### config.mk
export PLATFORM = sky130hd
export DESIGN_NAME = reg_file_mp
export DESIGN_NICKNAME = d
export VERILOG_FILES = /design/src/rtl/reg_file_mp.sv
export SDC_FILE = /design/constraint.sdc
export NUM_CORES = 1
export LEC_CHECK = 0
export ABC_AREA = 0
export BUFFER_PORTS_ARGS = -buffer_cell sky130_fd_sc_hd__clkbuf_2
export CORE_MARGIN = 1
export CORE_UTILIZATION = 35
export DETAILED_ROUTE_END_ITERATION = 10
export PLACE_DENSITY = 0.56
export SETUP_SLACK_MARGIN = 0.5
export SYNTH_ARGS = -nofsm -noshare
export SYNTH_HDL_FRONTEND = slang
export SYNTH_SLANG_ARGS = --single-unit
### constraint.sdc
create_clock -name clk -period 5 [get_ports clk]
set_input_delay 0.5 -clock clk [delete_from_list [all_inputs] [get_ports clk]]
set_output_delay 0.5 -clock clk [all_outputs]
set_load 0.1 [all_outputs]
### src/rtl/reg_file_mp.sv
// reg_file_mp: multi-port register file, two write ports, sequential init engine after reset.
// Define REGFILE_BYPASS_EN for same-cycle write-to-read forwarding (port 0 over port 1).
module reg_file_mp #(
   parameter int WIDTH      = 32,
   parameter int DEPTH      = 16,
   parameter int NUM_READ   = 3,
   parameter int INIT_INDEX = 1
) (
   input  logic                               clk,
   input  logic                               rst_n,
   input  logic [NUM_READ*$clog2(DEPTH)-1:0]  rd_addr,
   output logic [NUM_READ*WIDTH-1:0]          rd_data,
   input  logic                               wr0_en,
   input  logic [$clog2(DEPTH)-1:0]           wr0_addr,
   input  logic [WIDTH-1:0]                   wr0_data,
   input  logic                               wr1_en,
   input  logic [$clog2(DEPTH)-1:0]           wr1_addr,
   input  logic [WIDTH-1:0]                   wr1_data,
   output logic                               ready,
   output logic                               wr_conflict
);
   localparam int AW = $clog2(DEPTH);
   localparam logic [0:0] S_INIT  = 1'b0;
   localparam logic [0:0] S_READY = 1'b1;
   logic [0:0]       r_state;
   logic [AW-1:0]    r_init_ptr;
   logic             r_ready;
   logic             r_conflict;
   logic [WIDTH-1:0] r_mem [DEPTH];
   logic [WIDTH-1:0] w_pattern;
   assign w_pattern   = (INIT_INDEX != 0) ? WIDTH'(r_init_ptr) : '0;
   assign ready       = r_ready;
   assign wr_conflict = r_conflict;
   always_ff @(posedge clk or negedge rst_n) begin
      if (!rst_n) begin
         r_state    <= S_INIT;
         r_init_ptr <= '0;
         r_ready    <= 1'b0;
         r_conflict <= 1'b0;
      end else begin
         r_conflict <= (r_state == S_READY) && wr0_en && wr1_en && (wr0_addr == wr1_addr);
         if (r_state == S_INIT) begin
            r_init_ptr <= r_init_ptr + 1'b1;
            if (r_init_ptr == AW'(DEPTH - 1)) begin
               r_state <= S_READY;
               r_ready <= 1'b1;
            end
         end
      end
   end
   // Array has no reset; the init engine fills it instead. Port 0 written last so it wins.
   always_ff @(posedge clk) begin
      if (r_state == S_INIT) r_mem[r_init_ptr] <= w_pattern;
      else begin
         if (wr1_en) r_mem[wr1_addr] <= wr1_data;
         if (wr0_en) r_mem[wr0_addr] <= wr0_data;
      end
   end
   for (genvar k = 0; k < NUM_READ; k++) begin : g_rd
      logic [AW-1:0]    w_addr;
      logic [WIDTH-1:0] w_val;
      assign w_addr = rd_addr[k*AW +: AW];
`ifdef REGFILE_BYPASS_EN
      assign w_val = (wr0_en && wr0_addr == w_addr) ? wr0_data :
                     (wr1_en && wr1_addr == w_addr) ? wr1_data : r_mem[w_addr];
`else
      assign w_val = r_mem[w_addr];
`endif
      assign rd_data[k*WIDTH +: WIDTH] = r_ready ? w_val : '0;
   end
endmodule
After elaboration in Yosys (flattened, before gate mapping)
Memories as Yosys holds them, arrays and structs flattened.
Index checks and enable logic that the tools add are counted.
Widths: inputs -> output; s select.
{ "op_classes": {"eq_ne": 2, "add_sub_neg": 1, "mux": 15, "reduce_logical": 5, "bitwise_logic": 1} }
{ "op_table": {"columns": ["cell", "n"], "rows": [
  ["$mux 32", 4],
  ["$reduce_or 32->1", 1],
  ["$mux 1", 10],
  ["$add 4x1->4 const B", 1],
  ["$eq 4x4->1", 1],
  ["$eq 4x4->1 const B", 1],
  ["$mux 4", 1],
  ["$logic_and 1x1->1", 3],
  ["$reduce_and 2->1", 1],
  ["$not 1->1", 1]
]} }
{ "word_totals": {"wordCells": 29, "mem_count": 1, "mem_bits_rw": 512, "reg_bits": 7, "input_bits": 88} }
{ "mem_list": {"columns": ["name", "words", "width", "rd", "rd_clocked_by_memory_dff", "write_ports", "line", "text"], "rows": [
  ["r_mem", 16, 32, 3, 0, 2, "29", "logic [WIDTH-1:0] r_mem [DEPTH];"]
]} }

Logic depth before layout (Yosys ltp)
{ "depth": {"word_depth": 5, "ltp_mapped": 8} }

Least setup slack after synthesis
Ideal clock, no wire load.
{ "synth_timing": {"path_type": "register -> output", "start": "register r_ready (netlist: ready)", "end": "output rd_data[58]", "path_stages_with_launch": 4, "path_slack_ns": 0.894, "n_path_buf": 1, "arrival_time_ns": 3.606, "cell_sequence": "dfrtp_1 -> nand2_1 -> clkbuf_1 -> o21ai_0"} }
{ "synth_via": {"elab_chain_len": 1} }
{ "synth_lines": {"columns": ["item", "line", "text"], "rows": [
  ["start: declaration", "27", "logic r_ready;"],
  ["start signal: assignment", "38", "r_ready <= 1'b0;"],
  ["start signal: assignment", "46", "r_ready <= 1'b1;"],
  ["$mux 32", "69", "assign rd_data[k*WIDTH +: WIDTH] = r_ready ? w_val : '0;"],
  ["end: declaration", "12", "output logic [NUM_READ*WIDTH-1:0] rd_data,"]
]} }
No other way between the ends.

Final worst setup path
{ "layout_timing": {"start": "register r_ready (netlist: ready)", "end": "output rd_data[81]"} }
The elaborated chain is that of the path after synthesis.

==> out/qor.txt <==
Leak = 15.4 nW
First-pass GRT wire length = 209 mm
Synth top area share = 0.438
CP Launch Type = register
Int Pwr = 8.15 mW
Die area = 101,000 µm²
Distinct cells, synth = 47
DRC = 0
Clk network pwr share = 0.388
Slowest stage delay, CP = 710 ps
Reg clk slew, reported paths = 60 ps
Worst path most repeated cell = buf_4
Core area = 98,900 µm²
Initial DRC count = 3,873
CP Class = register to output port
Worst slew margin = 0.153
CP required = 4500 ps
PortBufs = 185
Top Metal Used = met5
DRT met1 WL = 61.1 mm
H-tree levels = 2
Clock Sinks = 519
Final hold violation count = 0
Yosys Warn Count = 0
Max IR drop VDD = 0.232 mV
Sequential share of power = 0.408
# fillers = 9,480
Clock skew = 14.9 ps
Outcome = finished, final reports clean
Num rows = 115
Final Non-Filler Cells = 4,598
Switching power = 3.79 mW
FFs w/ async S/R, synth = 0.0135
Comb pwr share = 0.204
Final net count = 3,346
Number of max-cap violations = 0
Sw frac = 0.318
Initial core utilization = 0.355
Max Clk Rate = 0.237 GHz
Antenna Nets Post-Route = 0
Syn_nets = 3,333
Number of synthesized flops with an enable pin = 512
Most frequent cells in the layout = 646 x mux2i_1, 519 x nand2_1, 512 x edfxtp_1
Gr ovfl total = 0
Area contributors post-synth = edfxtp_1 44%, mux2i_1 18%, o21ai_0 6.5%, a22oi_1 6.0%, nand2_1 5.6%
Initial antenna violation count = 15
Clock latency on the worst-skew pair = 650 ps
Pre-antenna DRT Iters = 6
Most common cell after layout, fill and taps aside = mux2i_1
Crit path max-delay family = buffers and inverters
Die Height = 319 µm
Placed insts = 4,481
Crit path max fanout = 18
Total Neg Setup Slack = 0 ps
Die Width = 319 µm
Pin count of the biggest net entering global routing = 67
Number of synthesized register bits = 519
Min Tclk post-route = 4220 ps
CTS buffer count = 60
Cells after Synth = 3,244
Clock tree buffer depth = 3
Layout cell share with drive strength beyond 1 = 0.196
Final Max Slew Viols = 0
Period utilisation layout = 0.844
Drt via density = 6.36
Post-DP HPWL = 94.5 mm
CP arrival = 3720 ps
Clk root buf = clkbuf_16
RSZ-0062 raised after global routing = no
WP buf/inv = 3
PD cells = 303 nW/µm²
Final GP Congestion = 0.905
Netlist Area Pre-Place = 35,100 µm²
Gr usage total = 0.286
Via count = 29,200
Critical path's slowest cell = o21ai_0
CTS tree = done
CP cell instances = nand2_2 -> buf_4 -> o21ai_0 -> buf_4 -> clkbuf_2
Met2 routed wirelength = 65.1 mm
Avg Cell Area, Syn = 10.8 µm²
Worst hold path class = input pin to register
Total chip power = 11.9 mW
Final wirelength = 149 mm
Area Overhead vs Synth = 12.5%
Met3 Wirelength = 16.0 mm
Top_reg_cell synth = edfxtp_1
WL/cell = 32.5 µm
Final setup viols = 0
Worst slew pin tran = 1270 ps
Vias in the first global route = 28,000
Seq/Total Area, Yosys = 0.443
Synth area leader = edfxtp_1
Number of primary I/O pins = 186
WHS = 209 ps
CP endpoint kind = output port
kinds of logic (layout without fill, tap and decap cells):
family                     Yosys count  count (layout)  synth area share
adders and majority gates            1               1          0.000357
DFF                                519             519             0.443
muxes                              860             860             0.276
other                                0               6                 0
xor gates and xnor gates             7               7           0.00175
AOI/OAI and AO/OA                  822             822             0.144
buffers and inverters              354             415            0.0494
and+or+nand+nor                    681             681            0.0851
power groups by stage:
stage	logic (mW)	registers, mW	clock network [mW]
2_1_floorplan	1.64	4.96	0
3_3_place_gp	2.38	4.96	0
3_5_place_dp	2.39	4.96	0
4_1_cts	2.39	4.87	4.64
5_1_grt	2.51	4.87	4.81
6_report	2.44	4.87	4.63
cell usage after synthesis (4+ instances only):
| master | n |
|---|---|
| mux2i_1 | 646 |
| nand2_1 | 522 |
| edfxtp_1 | 512 |
| o21ai_0 | 456 |
| a22oi_1 | 279 |
| clkbuf_1 | 185 |
| mux2_2 | 111 |
| buf_2 | 101 |
| mux4_2 | 61 |
| nand3_1 | 60 |
| a221oi_1 | 39 |
| mux2_4 | 36 |
| buf_4 | 34 |
| and3_1 | 28 |
| o22ai_1 | 27 |
| nand2b_1 | 22 |
| buf_6 | 18 |
| nor2b_1 | 11 |
| buf_1 | 10 |
| nor2_2 | 9 |
| dfrtp_1 | 7 |
| a31oi_1 | 6 |
| mux2_1 | 6 |
| nor2_1 | 6 |
| o2111ai_1 | 5 |
| o21bai_1 | 5 |
| and2_1 | 4 |
| inv_1 | 4 |
| nor3b_1 | 4 |
| xnor2_1 | 4 |
per-layer routing:
layer  vias to the layer above  global-route usage
li1                      12400                   -
met3                       361              0.0586
met4                        10               0.129
met5                         -                   0
met2                      1919               0.434
met1                     14500               0.391
worst register-to-register path, cell delays in order (launching register included):
cell and delay [ps]:
dfrtp_2 640, and2_2 330, buf_4 570, a31oi_1 460
o21ai_4 920, buf_12 310
layout make-up:
type,instances,area [µm²],share of cell area
antenna,6,15.0,0.000381
clock buffer,74,1580,0.0399
clock inverter,36,402,0.0102
inverter,4,15.0,0.000381
multi-input combinational,2371,18100,0.460
sequential,519,15600,0.394
tap,1287,1610,0.0408
timing repair buffer,301,2130,0.0540
per-stage QoR:
stage           util  instance area, µm²  worst slack [ps]
2_1_floorplan      -               35100               894
3_3_place_gp   0.379               37400              1170
3_5_place_dp   0.379               37400              1180
4_1_cts        0.399               39400               503
5_1_grt        0.399               39400               865
6_report       0.399               39400               780
flip-flops by register name, summed over array words and instances, names as in the netlist:
signal	cells
r_mem	512
r_init_ptr	4
r_state	1
wr_conflict	1
ready	1
timing repair:
item | CTS | global route
hold endpoints to repair | 7 | 0
hold buffers | 1 | 0
resized for setup | 0 | 1
setup endpoints to repair | 0 | 2
setup buffers | 0 | 0
final timing paths:
check	start	to	slack, ps	cells after the start
max	ready	rd_data[81]	780	5
min	wr1_addr[3]	wr_conflict	210	3
max reg2reg	r_state	r_mem[4][9]	1450	5
min reg2reg	r_init_ptr[3]	r_init_ptr[3]	610	1
max in group asynchronous	rst_n	r_state	4570	2
min in group asynchronous	rst_n	r_init_ptr[0]	230	2
Note: power is estimated with default switching activity, not from simulation.
